### src/rtl/mult_result_axis_fifo.sv
// mult_result_axis_fifo
//
// Buffers 32-bit multiplier results and presents them as an AXI-Stream master
// towards a DMA. The FIFO is non-fall-through: a result written at edge N is
// visible on the stream after edge N. A write arriving while the FIFO is full
// is dropped unless a read happens in the same cycle, and any drop sets a
// sticky overflow flag that only reset clears.
//
// Optional feature (define MULT_RESULT_FIFO_TLAST_EN):
//   A beat counter groups popped beats into PKT_LEN-beat packets and raises
//   m_axis_last_o on the final beat. Without the macro m_axis_last_o is 0 and
//   no counter exists.
//
// Parameters:
//   DEPTH   - FIFO entries, power of two in 2..64
//   PKT_LEN - beats per packet, 1..65535 (used only with TLAST enabled)
//
// Ports:
//   clk_i          - clock, rising edge
//   reset_i        - synchronous active-high reset
//   data_valid_i   - multiplier result strobe
//   product_i      - multiplier result
//   m_axis_valid_o - TVALID, high while the FIFO holds data
//   m_axis_data_o  - TDATA, entry at the read pointer
//   m_axis_last_o  - TLAST
//   m_axis_ready_i - TREADY from the DMA
//   level_o        - occupancy, 0..DEPTH
//   overflow_o     - sticky drop flag
module mult_result_axis_fifo #(
    parameter int unsigned DEPTH   = 8,
    parameter int unsigned PKT_LEN = 16
) (
    input  logic                       clk_i,
    input  logic                       reset_i,
    input  logic                       data_valid_i,
    input  logic [31:0]                product_i,
    output logic                       m_axis_valid_o,
    output logic [31:0]                m_axis_data_o,
    output logic                       m_axis_last_o,
    input  logic                       m_axis_ready_i,
    output logic [$clog2(DEPTH):0]     level_o,
    output logic                       overflow_o
);

    localparam int unsigned AW = $clog2(DEPTH);
    localparam int unsigned LW = AW + 1;

    logic [31:0]   mem_q [DEPTH];
    logic [AW-1:0] wr_ptr_q, wr_ptr_d;
    logic [AW-1:0] rd_ptr_q, rd_ptr_d;
    logic [LW-1:0] level_q, level_d;
    logic          overflow_q, overflow_d;

    logic empty, full, push, pop, drop;

    assign empty = (level_q == '0);
    assign full  = (level_q == LW'(DEPTH));
    assign pop   = !empty && m_axis_ready_i;
    // A full FIFO still accepts a write when a read frees a slot in the same cycle.
    assign push  = data_valid_i && (!full || pop);
    assign drop  = data_valid_i && full && !pop;

    always_comb begin
        wr_ptr_d   = wr_ptr_q;
        rd_ptr_d   = rd_ptr_q;
        level_d    = level_q;
        overflow_d = overflow_q | drop;
        // DEPTH is a power of two, so plain increment wraps the pointers.
        if (push) wr_ptr_d = wr_ptr_q + 1'b1;
        if (pop)  rd_ptr_d = rd_ptr_q + 1'b1;
        unique case ({push, pop})
            2'b10:   level_d = level_q + 1'b1;
            2'b01:   level_d = level_q - 1'b1;
            default: level_d = level_q;
        endcase
    end

    always_ff @(posedge clk_i) begin
        if (reset_i) begin
            wr_ptr_q   <= '0;
            rd_ptr_q   <= '0;
            level_q    <= '0;
            overflow_q <= 1'b0;
        end else begin
            wr_ptr_q   <= wr_ptr_d;
            rd_ptr_q   <= rd_ptr_d;
            level_q    <= level_d;
            overflow_q <= overflow_d;
        end
    end

    // Storage needs no reset; occupancy alone decides what is valid.
    always_ff @(posedge clk_i) begin
        if (!reset_i && push) begin
            mem_q[wr_ptr_q] <= product_i;
        end
    end

    assign m_axis_valid_o = !empty;
    assign m_axis_data_o  = mem_q[rd_ptr_q];
    assign level_o        = level_q;
    assign overflow_o     = overflow_q;

`ifdef MULT_RESULT_FIFO_TLAST_EN
    logic [15:0] beat_q, beat_d;
    logic        last_beat;

    assign last_beat = (beat_q == 16'(PKT_LEN - 1));

    // Counts accepted beats only, so it holds while the DMA stalls.
    always_comb begin
        beat_d = beat_q;
        if (pop) begin
            beat_d = last_beat ? 16'd0 : beat_q + 16'd1;
        end
    end

    always_ff @(posedge clk_i) begin
        if (reset_i) begin
            beat_q <= '0;
        end else begin
            beat_q <= beat_d;
        end
    end

    assign m_axis_last_o = !empty && last_beat;
`else
    assign m_axis_last_o = 1'b0;
`endif

endmodule

### config.mk
export PLATFORM = sky130hd
export DESIGN_NAME = mult_result_axis_fifo
export DESIGN_NICKNAME = d
export VERILOG_FILES = /design/src/rtl/mult_result_axis_fifo.sv
export SDC_FILE = /design/constraint.sdc
export NUM_CORES = 1
export LEC_CHECK = 0
export BUFFER_PORTS_ARGS = -buffer_cell sky130_fd_sc_hd__buf_2
export CAP_MARGIN = 20
export CORE_ASPECT_RATIO = 0.75
export CORE_UTILIZATION = 49
export CTS_CLUSTER_SIZE = 20
export DETAILED_ROUTE_END_ITERATION = 8
export PLACE_DENSITY = 0.67
export RECOVER_POWER = 50
export SLEW_MARGIN = 15
export SYNTH_ARGS = -nofsm -noshare
export SYNTH_HDL_FRONTEND = slang
export SYNTH_SLANG_ARGS = --single-unit
### constraint.sdc
create_clock -name clk_i -period 6.8 [get_ports clk_i]
set_input_delay 2.04 -clock clk_i [delete_from_list [all_inputs] [get_ports clk_i]]
set_output_delay 2.04 -clock clk_i [all_outputs]
set_load 0.05 [all_outputs]
==> impl_metrics.env <==
export IMPL_synth_top_area_share_pct=74.0
export IMPL_rr_startpoint="level_o[1]"
export IMPL_max_freq_mhz=202
export IMPL_cts_hold_buffers=0
export IMPL_swShare_pct=26.8
export IMPL_max_cap_violations=0
export IMPL_worstMarginPinSlew_ps=1190
export IMPL_drtPass1Iterations=5
export IMPL_fp_dieH_um=128
export IMPL_rsz0062_at_grt="no"
export IMPL_yosysMostFrequentCell="edfxtp_1"
export IMPL_holdPathStages=2
export IMPL_fin_crit_sh_pct=72.7
export IMPL_cts_resized=0
export IMPL_drtIter0Drc=366
export IMPL_routedWlPerCell_um=21.8
export IMPL_period_needed_ps=4950
export IMPL_dp_cells=809
export IMPL_hp_start="rd_ptr_q[1]"
export IMPL_layout_cells_non_filler=859
export IMPL_overflow=0
export IMPL_grt_pass1_vias=5024
export IMPL_gp_congestion=0.756
export IMPL_syn_instance_count=465
export IMPL_worstSetupStartpointType="register"
export IMPL_yosysTopAreaCell="edfxtp_1"
export IMPL_netlist_area_mm2=0.0104
export IMPL_crit_path_max_fanout=33
export IMPL_cts_clk_slew_worst_paths_ps=60
export IMPL_arrival_ps=2910
export IMPL_dieWidth_um=170
export IMPL_powerDensity_mw_per_mm2=344
export IMPL_grt_pass1_wl_um=29100
export IMPL_combPwrFrac_pct=18.5
export IMPL_io_buffers=73
export IMPL_drive_gt1_share_pct=35.2
export IMPL_cp_slowest_stage_delay_ps=880
export IMPL_dieArea_mm2=0.0218
export IMPL_synth_edff_count=256
export IMPL_intPower_w=0.00301
export IMPL_antenna_found_initial=0
export IMPL_finClkSkew_ps=10.8
export IMPL_maxSlewHeadroom_pct=20.9
export IMPL_synthTopCellsByCount="edfxtp_1 (256), mux4_2 (64), mux2_2 (33), nor2_1 (17), dfxtp_1 (14)"
export IMPL_ys_warn_count=0
export IMPL_htreeDepth=1
export IMPL_crit_type="reg -> out"
export IMPL_synth_cell_types=42
export IMPL_ys_seq_area_share_pct=76.7
export IMPL_required_ps=4760
export IMPL_p_switching_w=0.00110
export IMPL_grtUsageTotal_pct=18.1
export IMPL_row_count=45
export IMPL_synthFlopType="edfxtp_1"
export IMPL_min_delay_path_class="reg -> reg"
export IMPL_diodes=0
export IMPL_status="completed"
export IMPL_ir_drop_uv=220
export IMPL_critPathSlowestCell="dfxtp_2"
export IMPL_r2r_slack_ps=3910
export IMPL_leakagePower_nw=3.77
export IMPL_dp_hpwl_um=10500
export IMPL_setup_viol=0
export IMPL_post_cts_buffers=0
export IMPL_timing_rr_end="mem_q[3][30]"
export IMPL_ant_nets=0
export IMPL_r2r_cells=4
export IMPL_io_pins=75
export IMPL_cts_made_buffers=27
export IMPL_area_growth_pct=15.2
export IMPL_grt_max_degree=50
export IMPL_final_nets=596
export IMPL_syn_nets=504
export IMPL_synthArstFlopShare_pct=0
export IMPL_synth_seq_cells=270
export IMPL_drc=0
export IMPL_finalInstanceArea_mm2=0.0120
export IMPL_syn_area_per_cell_um2=22.3
export IMPL_final_max_slew_viol_count=0
export IMPL_hold_viol=0
export IMPL_postLayoutCoreUtil_pct=58.4
export IMPL_cts_root_buf="clkbuf_16"
export IMPL_routed_via_density=5.51
export IMPL_cts_tree="built"
export IMPL_fin_tns_setup_ps=0
export IMPL_start_util_pct=50.7
export IMPL_power_frac_clock_pct=34.5
export IMPL_place_area_mm2=0.0111
export IMPL_synth_area_top_cells="edfxtp_1 (74%), mux4_2 (14%), mux2_2 (3.6%), dfxtp_1 (2.7%), nor2_1 (0.61%)"
export IMPL_fp_coreArea_mm2=0.0205
export IMPL_end_kind="output port"
export IMPL_cts_sinks=270
export IMPL_num_vias=4734
export IMPL_clock_latency_ps=520
export IMPL_routed_wl_um=18700
export IMPL_cp_cell_sequence="buf_4 > mux4_2 > mux2_2 > buf_2"
export IMPL_clockBufferDepth=3
export IMPL_seqPwrFrac_pct=46.9
## placed cells by master (no fill, tap or decap), types with 2 or more instances in the layout
cell type  netlist  routed
nor2_4           0       3
nor2_1          17      14
buf_2            9      40
bufinv_16        0       3
buf_4            1      14
xor2_1           5       5
dfxtp_2          0       2
dfxtp_1         14      11
clkinv_2         0       5
a21oi_1          2       2
clkbuf_1        13      42
nand2b_1         2       2
nand3_1          2       2
nand2_1          6       6
ha_1             3       3
mux2_2          33      33
nor3_2           0       3
xnor2_1          2       2
clkinv_1         0       4
mux2i_1          3       3
mux4_2          64      64
nor3_1           5       2
or3_1            2       2
clkbuf_16        0      27
edfxtp_1       256     256
inv_1            2       2
o21ai_0          1       2
## routing by layer
layer | wire (µm) | GRT usage [%] | share of wire (%) | vias to the layer above
li1 | - | - | - | 2128
met1 | 7910 | 24.6 | 42 | 2456
met2 | 9390 | 30.9 | 50 | 117
met3 | 1030 | 3.37 | 5.5 | 33
met4 | 362 | 3.39 | 1.9 | 0
met5 | 0 | 0 | 0 | -
## how the worst max path moves through the flow
stage	start	endpoint	slack (ps)
after floorplan	m_axis_ready_i	mem_q[0][0]	430
after global placement	register	m_axis_data_o[26]	2200
after detailed placement	register	m_axis_data_o[27]	2130
after CTS	register	m_axis_data_o[27]	1570
after global routing	register	m_axis_data_o[27]	1640
final	register	m_axis_data_o[23]	1850
## through the flow
step,total power (W),setup slack (ps),hold WS (ps)
3_3_place_gp,0.00272,2200,469
5_1_grt,0.00427,1640,497
6_report,0.00411,1850,479
4_1_cts,0.00416,1570,486
2_1_floorplan,0.00258,427,454
3_5_place_dp,0.00274,2130,482
## area by class of cell
cell class	instances	area (µm²)
Fill cell	1558	8520
Sequential cell	270	7970
Multi-Input combinational cell	167	2330
Clock buffer	35	706
Timing Repair Buffer	89	453
Tap cell	282	353
Clock inverter	14	146
Inverter	2	7.51
## sequential cells by signal (all words and copies together) (netlist names), named ones only
| register | count |
|---|---|
| wr_ptr_q | 3 |
| overflow_o | 1 |
| mem_q | 256 |
| level_o | 4 |
| rd_ptr_q | 3 |
## cells by family (layout without fill, tap and decap cells)
| group | Yosys count | count (layout) | share of synthesized area (%) |
|---|---|---|---|
| flops | 270 | 270 | 76.7 |
| mux | 100 | 100 | 17.7 |
| simple gates | 43 | 43 | 2.28 |
| buf+inv | 28 | 140 | 1.30 |
| compound gates | 13 | 13 | 1.01 |
| xor+xnor | 7 | 7 | 0.590 |
| fa+ha+maj | 3 | 3 | 0.361 |
| other cells | 1 | 1 | 0.0361 |
## worst max-delay path, delay by kind of cell, from the launching register on
kind     cells  cell delay [ps]
buf+inv      2              770
flops        1              880
mux          2              690
## power by group through the flow
stage          clock, W  combinational (W)  sequential [W]
2_1_floorplan         0           0.000637         0.00194
3_3_place_gp          0           0.000728         0.00199
3_5_place_dp          0           0.000741         0.00200
4_1_cts         0.00146           0.000745         0.00196
5_1_grt         0.00152           0.000809         0.00194
6_report        0.00142           0.000762         0.00193
(Power assumes the default switching activity.)
